**src/rtl/jk_bank_scheduler.sv**
```systemverilog
// jk_bank_scheduler: round-robin shared JK bit bank.
// One command is latched in ARB and applied to the bank on leaving EXEC.
module jk_bank_scheduler #(
  parameter int NREQ  = 4,
  parameter int WIDTH = 8,
  parameter int AW    = 3
) (
  input  logic              clk,
  input  logic              rst,
  input  logic [NREQ-1:0]   req,
  input  logic [NREQ*AW-1:0] addr,
  input  logic [NREQ*2-1:0] jk,
  output logic [NREQ-1:0]   gnt,
  output logic              err,
  output logic              busy,
  output logic [WIDTH-1:0]  q,
  output logic [WIDTH-1:0]  qn
);

  localparam int PW = (NREQ > 1) ? $clog2(NREQ) : 1;

  typedef enum logic {ARB, EXEC} state_t;

  state_t state, state_nx;

  logic [PW-1:0]    rr, win, cur, idx;
  logic [AW-1:0]    cur_addr;
  logic [1:0]       cur_jk;
  logic             found, load, fire, in_range;
  logic [WIDTH-1:0] bank, mask;

  // first requester at or above rr, wrapping
  always_comb begin
    found = 1'b0;
    win   = '0;
    idx   = '0;
    for (int i = 0; i < NREQ; i++) begin
      idx = PW'((int'(rr) + i) % NREQ);
      if (!found && req[idx]) begin
        found = 1'b1;
        win   = idx;
      end
    end
  end

  always_comb begin
    state_nx = state;
    load     = 1'b0;
    fire     = 1'b0;
    unique case (state)
      ARB: begin
        if (found) begin
          load     = 1'b1;
          state_nx = EXEC;
        end
      end
      EXEC: begin
        fire     = 1'b1;
        state_nx = ARB;
      end
      default: state_nx = ARB;
    endcase
  end

  always_ff @(posedge clk or posedge rst) begin
    if (rst) state <= ARB;
    else     state <= state_nx;
  end

  always_ff @(posedge clk or posedge rst) begin
    if (rst) begin
      rr       <= '0;
      cur      <= '0;
      cur_addr <= '0;
      cur_jk   <= '0;
    end else if (load) begin
      rr       <= PW'((int'(win) + 1) % NREQ);
      cur      <= win;
      cur_addr <= addr[int'(win)*AW +: AW];
      cur_jk   <= jk[int'(win)*2 +: 2];
    end
  end

  assign in_range = (int'(cur_addr) < WIDTH);
  assign mask     = in_range ? (WIDTH'(1) << cur_addr) : '0;

  // 11 toggles instead of the undefined latch case
  always_ff @(posedge clk or posedge rst) begin
    if (rst) begin
      bank <= '0;
    end else if (fire) begin
      unique case (cur_jk)
        2'b01:   bank <= bank & ~mask;
        2'b10:   bank <= bank | mask;
        2'b11:   bank <= bank ^ mask;
        default: bank <= bank;
      endcase
    end
  end

  always_ff @(posedge clk or posedge rst) begin
    if (rst) begin
      gnt <= '0;
      err <= 1'b0;
    end else begin
      gnt <= fire ? (NREQ'(1) << cur) : '0;
      err <= fire && !in_range;
    end
  end

  assign busy = (state == EXEC);
  assign q    = bank;
  assign qn   = ~bank;

endmodule
```
**config.mk**
```make
export PLATFORM = sky130hd
export DESIGN_NAME = jk_bank_scheduler
export DESIGN_NICKNAME = d
export VERILOG_FILES = /design/src/rtl/jk_bank_scheduler.sv
export SDC_FILE = /design/constraint.sdc
export NUM_CORES = 1
export LEC_CHECK = 0
export ABC_AREA = 1
export CAP_MARGIN = 0
export CORE_MARGIN = 4
export CORE_UTILIZATION = 45
export CTS_CLUSTER_DIAMETER = 50
export DETAILED_ROUTE_END_ITERATION = 12
export GPL_ROUTABILITY_DRIVEN = 0
export PLACE_DENSITY = 0.87
export RECOVER_POWER = 100
export SLEW_MARGIN = 20
export SYNTH_ARGS = -nofsm -noshare
export SYNTH_HDL_FRONTEND = slang
export SYNTH_SLANG_ARGS = --single-unit
```
**constraint.sdc**
```tcl
create_clock -name clk -period 2.1 [get_ports clk]
set_input_delay 0.525 -clock clk [delete_from_list [all_inputs] [get_ports clk]]
set_output_delay 0.525 -clock clk [all_outputs]
set_load 0.05 [all_outputs]
```
[Word level (Yosys, flattened, before mapping)]
Index checks and enable logic that the tools add are counted.
Cells by class
  $add $sub $neg: 4
  multipliers: 1
  order comparisons: 4
  equality and inequality tests: 3
  shifts and indexed selects: 4
  muxes and demuxes: 22
  bitwise logic cells: 6
  reductions and logical operators: 8
Operator list (count)
  $pmux 8 s3: 1
  $not 8->8: 2
  $lt 2x3->1 const B: 4
  $shiftx 12x5->3: 1
  $mux 1: 11
  $and 8x8->8: 1
  $bmux 1 s2: 4
  $mux 2: 4
  $or 8x8->8: 1
  $shiftx 8x4->2: 1
  $shl 1x3->8 const A: 1
  $xor 8x8->8: 1
  $add 2x1->2 const B: 2
  $add 2x2->2 const B: 2
  $eq 2x2->1 const B: 2
  $mul 2x2->4 const B: 1
  $mux 4: 1
  $shl 1x2->4 const A: 1
  $logic_and 1x1->1: 3
  $logic_not 1->1: 3
  $reduce_bool 3->1: 1
  $eq 2x1->1 const B: 1
  $pmux 1 s2: 1
  $reduce_and 2->1: 1
  $not 1->1: 1
Word-level totals
  register bits after elaboration: 22
  logic and storage cells: 59

[Depth between registers and ports, before layout]
Gate-level depths: netlist (run 1).
  word-level depth: 14
  mapped depth: 15
  gate-level depth less buffers: 14

[Worst setup path after synthesis (run 1)]
Ideal clock, no wire load.
  path type: reg-to-reg
  start point: register bank[0], in the netlist q[0]
  end point: register bank[0], in the netlist q[0]
  data arrival time: 1.697 ns
  path slack: 0.258 ns
  stages on the path, launching flop included: 7
  buffers on the path: 0
  period minus slack after synthesis: 1.842 ns
  path through: dfrtp_1 -> inv_1 -> ha_1 -> nand3_1 -> o21ai_0 -> o21ai_0 -> o21ai_0
Between the ends
  longest elaborated chain between the ends: 2
  elaborated cells between the ends (all ways): 4
Ends and longest elaborated chain
  start: declaration: RTL line 30  | logic [WIDTH-1:0] bank, mask;
  start signal: assignment: RTL line 93  | 2'b01: bank <= bank & ~mask;
  start signal: assignment: RTL line 94  | 2'b10: bank <= bank | mask;
  start signal: assignment: RTL line 95  | 2'b11: bank <= bank ^ mask;
  $xor 8x8->8 (tied with other cells): RTL line 95
  $pmux 8 s3 (*): RTL line 92  | unique case (cur_jk)
Every way passes the cells marked *; elsewhere a longest branch is shown, timed or not.
A chain may end at the register's enable or synchronous reset.

[Worst setup path in the final report (run 1)]
  start point: register state, in the netlist busy
  end point: output port busy
RTL lines
  start: declaration: RTL line 24  | state_t state, state_nx;
  start signal: assignment: RTL line 67  | else state <= state_nx;
  end: declaration: RTL line 15  | output logic busy,
No word-level cell between the ends.

==> results of run 1 <==
-- how the worst max path moves through the flow --
| stage | to | slack (ns) | cells after the start |
|---|---|---|---|
| floorplan | q[0] | 0.26 | 6 |
| detailed placement | cur_jk[1] | -0.18 | 14 |
| CTS | cur_jk[1] | 0.08 | 13 |
| global route | cur_addr[1] | -0.03 | 13 |
| finish | busy | 0.08 | 1 |
| global placement | cur_jk[1] | -0.1 | 14 |
-- cell usage after synthesis (all sizes together), types with 3 or more instances --
cell	instances	area (µm²)
nand3b	5	37.5
inv	49	186
o21ai	28	155
clkbuf	3	11.3
nor3	4	20.0
dfrtp	22	551
nand2	73	299
nand3	37	195
ha	16	200
buf	6	46.3
nor2	13	56.3
-- through the flow --
stage / utilization / hold WS [ns] / cell area, µm²
3_5_place_dp: 0.612 / 0.481 / 2310
4_1_cts: 0.627 / 0.492 / 2360
5_1_grt: 0.626 / 0.531 / 2360
6_report: 0.626 / 0.488 / 2360
2_1_floorplan: - / 0.455 / 1800
3_3_place_gp: 0.612 / 0.482 / 2310
-- layer usage --
metal	wire (µm)	share of wire
met1	1760	0.45
met2	1900	0.48
met3	231	0.059
met4	34	0.0087
met5	0	0
-- cells by family after synthesis --
logic type / count (synthesis) / share of synthesized area
DFF: 22 / 0.306
and+or+nand+nor: 133 / 0.341
other: 1 / 0.00208
buffers and inverters: 59 / 0.138
xor gates and xnor gates: 1 / 0.00487
adders and majority gates: 16 / 0.111
AOI/OAI and AO/OA: 31 / 0.0967
-- layout make-up --
class	count	area, µm²	area share
Sequential cell	22	552	0.234
Timing Repair Buffer	55	482	0.204
Multi-Input combinational cell	182	1020	0.433
Inverter	50	190	0.0806
Clock buffer	4	55.1	0.0233
Tap cell	48	60.1	0.0255
-- power groups by stage --
stage / Clock, W / Combinational (W) / Sequential (W)
after global placement: 0 / 0.00269 / 0.000803
final: 0.000309 / 0.00282 / 0.000809
after detailed placement: 0 / 0.00278 / 0.000813
after global routing: 0.000330 / 0.00319 / 0.000845
after CTS: 0.000309 / 0.00280 / 0.000805
after floorplan: 0 / 0.00191 / 0.00101
-- flip-flops by register name (all words and copies together), names as in the netlist --
| name | flops |
|---|---|
| gnt | 4 |
| q | 8 |
| rr | 2 |
| cur | 2 |
| cur_addr | 3 |
| busy | 1 |
| cur_jk | 2 |
-- worst register-to-register path, delay by kind of cell, from the launching register on --
kind | cells | cell delay [ns]
buf+inv | 2 | 0.27
flops | 1 | 0.50
simple gates | 12 | 1.01
-- timing repair --
| item | 4_1_cts | 5_1_grt |
|---|---|---|
| hold buffers | 0 | 0 |
| setup endpoints to repair | 0 | 6 |
| gates resized for setup | 0 | 11 |
==> impl_metrics.ini, run 1 <==
[placement]
pre_cts_ws_ns = -0.181
dpl.cell_count = 357
dp_hpwl_um = 3110
placement.io_buffers = 46

[worst_hold_path]
whs_endpoint = gnt[0]
hold_depth = 1
hp-class = reg2reg
min-delay-start = cur[0]

[grt]
grt_use_met2 = 0.277
grt_max_degree = 23
grt_overflow = 0
grt.total_usage = 0.160
use_met1 = 0.205
grt_pass1_wl_um = 6860
antenna_found_initial = 0
use_met3 = 0.0252
first_global_vias = 1667
top_usage_layer = met2

[timing]
tightest_slew_ns = 1.17
setup_slack_ns = 0.0763
fmax_ghz = 0.494
skew_ns = 0.00362
setup_tns_ns = 0
slew_headroom = 0.218
hold_viol = 0
period_minus_slack_ns = 2.02
final-setup-viol-count = 0
fin_crit_sh = 0.964
drv_slew = 0

[synthesis]
syn_area_per_cell_um2 = 6.84
synth_ff_type = dfrtp_1
yosysWarnings = 0
synthesis.area_um2 = 1800
syn_nets = 305
async_flop_share = 1.00
yosysSeqAreaShare = 0.306
synth-edff-count = 0
post_synth_num_cell_types = 30
synth-seq-cells = 22
synth_cells = 263

[detailed_routing]
dr.first_iter.drc_count = 90
drc = 0
drtPass1Iterations = 6
drtAntennaViolNets = 0
via_per_inst = 4.89
finalWirelength_um = 3930
route.vias.total = 1764
wl_per_cell_um = 10.9

[clock_network]
cts_buffer_depth = 2
cts-root-buf = clkbuf_8
clk_latency_ns = 0.26
h-tree-depth = 1
clk_pin_slew_ns = 0.08
cts_tree = yes
cts_buffers = 3
clock-sinks = 22
cts_setup_buffers = 0

[finish]
fin_nets = 356
n_fill_cell = 355
num_antenna_cells = 0
syn_to_final_growth_pct = 31.2
mostFrequentLayoutCells = nand2_1 (63), inv_1 (44), nand3_1 (34), clkdlybuf4s50_1 (33), o21ai_0 (25)
fin_cells = 361
drive_above_1_share = 0.112
mostFrequentLayoutCell = nand2_1

[critical_path]
crit_required_ns = 1.57
rrSetupSlack_ns = 0.22
r2r_start = rr[0]
critPathKind = reg2out
crit_chain = dlygate4sd3_1
crit_fanout = 2
r2r_cells = 14
crit_slowest_cell = dlygate4sd3_1
cp-startpoint = busy
crit_path_start_kind = register
path_buf_inv = 1
crit_path_max_incr_delay_ns = 0.87
cp_data_arrival_time_ns = 1.50
critPathCaptureType = output port
critPathTopFamily = buffers and inverters
r2r_end = cur_jk[1]

[power]
p_total_w = 0.00394
power_frac_comb = 0.716
power.leakage_nw = 1.19
internal-power_w = 0.00174
switching_share = 0.557
ir_drop_mv = 0.922
seq_power_share = 0.205
p_sw_w = 0.00220
p_clk_frac = 0.078
power.density_nw_per_um2 = 1670

[job]
drv_cap = 0

[run_status]
status = completed

[floorplan]
initial_utilization = 0.477
placementRows = 22
fp.dieArea_um2 = 5070
die_height_um = 71.2
core_area_um2 = 3770
die_w_um = 71.2
pin_count = 48
No activity file was read; power rests on OpenSTA's default activity.
==> inputs of run 2 (changes only) <==
- CAP_MARGIN: 0 -> 15
- CELL_PAD_IN_SITES_DETAIL_PLACEMENT: unset -> 0
- CELL_PAD_IN_SITES_GLOBAL_PLACEMENT: unset -> 1
- CORE_UTILIZATION: 45 -> 34
- PLACE_DENSITY: 0.87 -> 0.92
==> run 2 against run 1 <==
  * Clock power decreased by 4%
  * Via count decreased by 4.0%
  * Sequential share of layout area decreased by 0.35 points
  * Sequential cell count unchanged
  * Combinational power about the same
  * Worst hold slack improved by 0.0065 ns
  * First-iteration DRC count increased by 17%
  * Critical path type unchanged
  * Largest cell class unchanged
  * Largest power group unchanged
==> impl_metrics.ini, run 2 (synthesis gave the netlist of run 1 again) <==
[detailed_routing]
wl_per_cell_um = 9.95
dr.first_iter.drc_count = 105
drtPass1Iterations = 4
drtAntennaViolNets = 0
drc = 0
via_per_inst = 4.39
finalWirelength_um = 3840
route.vias.total = 1693

[clock_network]
h-tree-depth = 1
cts_setup_buffers = 0
cts-root-buf = clkbuf_8
cts_resized = 0
clk_latency_ns = 0.26
clk_pin_slew_ns = 0.07
clock-sinks = 22
cts_buffer_depth = 2
cts_buffers = 3
cts_tree = yes
hold_buffers = 0

[finish]
drive_above_1_share = 0.0981
mostFrequentLayoutCell = nand2_1
n_fill_cell = 515
fin_area_um2 = 2390
num_antenna_cells = 0
mostFrequentLayoutCells = nand2_1 (65), inv_1 (46), nand3_1 (35), clkdlybuf4s50_1 (31), o21ai_0 (25)
fin_nets = 359
syn_to_final_growth_pct = 32.8
largest_reg_flops = 8

[floorplan]
die_w_um = 80.7
die_height_um = 80.7
core_area_um2 = 5110
pin_count = 48
fp.dieArea_um2 = 6520
placementRows = 26
initial_utilization = 0.352

[grt]
grt_overflow = 0
grt_max_degree = 23
grt_pass1_wl_um = 6780
antenna_found_initial = 0
grt.total_usage = 0.124
first_global_vias = 1626

[critical_path]
critPathTopFamily = buffers and inverters
crit_chain = dlygate4sd3_1
cp-startpoint = busy
critPathKind = reg2out
r2r_start = rr[0]
path_depth = 1
r2r_end = cur_addr[0]
crit_slowest_cell = dlygate4sd3_1
critPathCaptureType = output port
crit_fanout = 2
cp-endpoint = busy
crit_path_max_incr_delay_ns = 0.87
r2r_cells = 14
cp_data_arrival_time_ns = 1.47
path_buf_inv = 1
rrSetupSlack_ns = 0.31
crit_path_start_kind = register
crit_required_ns = 1.57

[timing]
fmax_ghz = 0.502
final-setup-viol-count = 0
skew_ns = 0.00639
slew_headroom = 0.233
fin_crit_sh = 0.949
drv_slew = 0
rsz0062_at_grt = no
tightest_slew_ns = 1.15
hold_viol = 0
period_minus_slack_ns = 1.99
setup_tns_ns = 0

[worst_hold_path]
hp-class = reg2reg

[placement]
placed_area_um2 = 2370
placement.io_buffers = 46
dp_hpwl_um = 3100

[power]
power.density_nw_per_um2 = 1660
ir_drop_mv = 0.761
power.leakage_nw = 1.21

[run_status]
status = completed

[job]
drv_cap = 0
-- run 2: where the power goes --
part | switching (W) | leakage (nW) | internal, W
logic | 0.00180 | 0.895 | 0.00105
clock network | 0.000131 | 0.0288 | 0.000167
registers | 0.000223 | 0.282 | 0.000606
total | 0.00215 | 1.21 | 0.00182
-- run 2: final cells by class --
| class | instances | area, µm² | share of cell area |
|---|---|---|---|
| tap | 70 | 87.6 | 0.0366 |
| clock buffer | 4 | 55.1 | 0.0230 |
| inverter | 50 | 190 | 0.0796 |
| sequential | 22 | 551 | 0.230 |
| timing repair buffer | 58 | 500 | 0.209 |
| multi-input combinational | 182 | 1010 | 0.421 |
-- run 2: per-stage QoR --
step | total power [W] | hold WS (ns) | cells | util | setup slack [ns]
after floorplan | 0.00293 | 0.455 | 263 | - | 0.258
after global placement | 0.00370 | 0.483 | 382 | 0.464 | -0.112
after detailed placement | 0.00376 | 0.488 | 382 | 0.464 | -0.138
after CTS | 0.00407 | 0.499 | 386 | 0.475 | 0.0998
after global routing | 0.00440 | 0.525 | 386 | 0.468 | 0.0361
final | 0.00397 | 0.494 | 386 | 0.468 | 0.106
-- run 2: worst register-to-register path, delay by kind of cell, from the launching register on --
kind / cells / cell delay (ns)
and+or+nand+nor: 12 / 0.94
buffers and inverters: 2 / 0.32
DFF: 1 / 0.43
-- run 2: layer usage --
metal  track usage  vias up  part of all wire
met3        0.0188        2             0.055
met5             0        -                 0
met4        0.0321        0            0.0049
li1              -      929                 -
met2         0.213       35              0.45
met1         0.162      727              0.49
-- run 2: how the worst min path moves through the flow --
stage	cells after the start	start	endpoint	slack [ns]
final	1	cur[0]	gnt[2]	0.49
after global routing	1	cur[0]	gnt[2]	0.52
after global placement	1	cur[0]	gnt[2]	0.48
after detailed placement	1	cur[0]	gnt[2]	0.49
after CTS	1	cur[0]	gnt[2]	0.50
after floorplan	1	cur[1]	gnt[0]	0.45
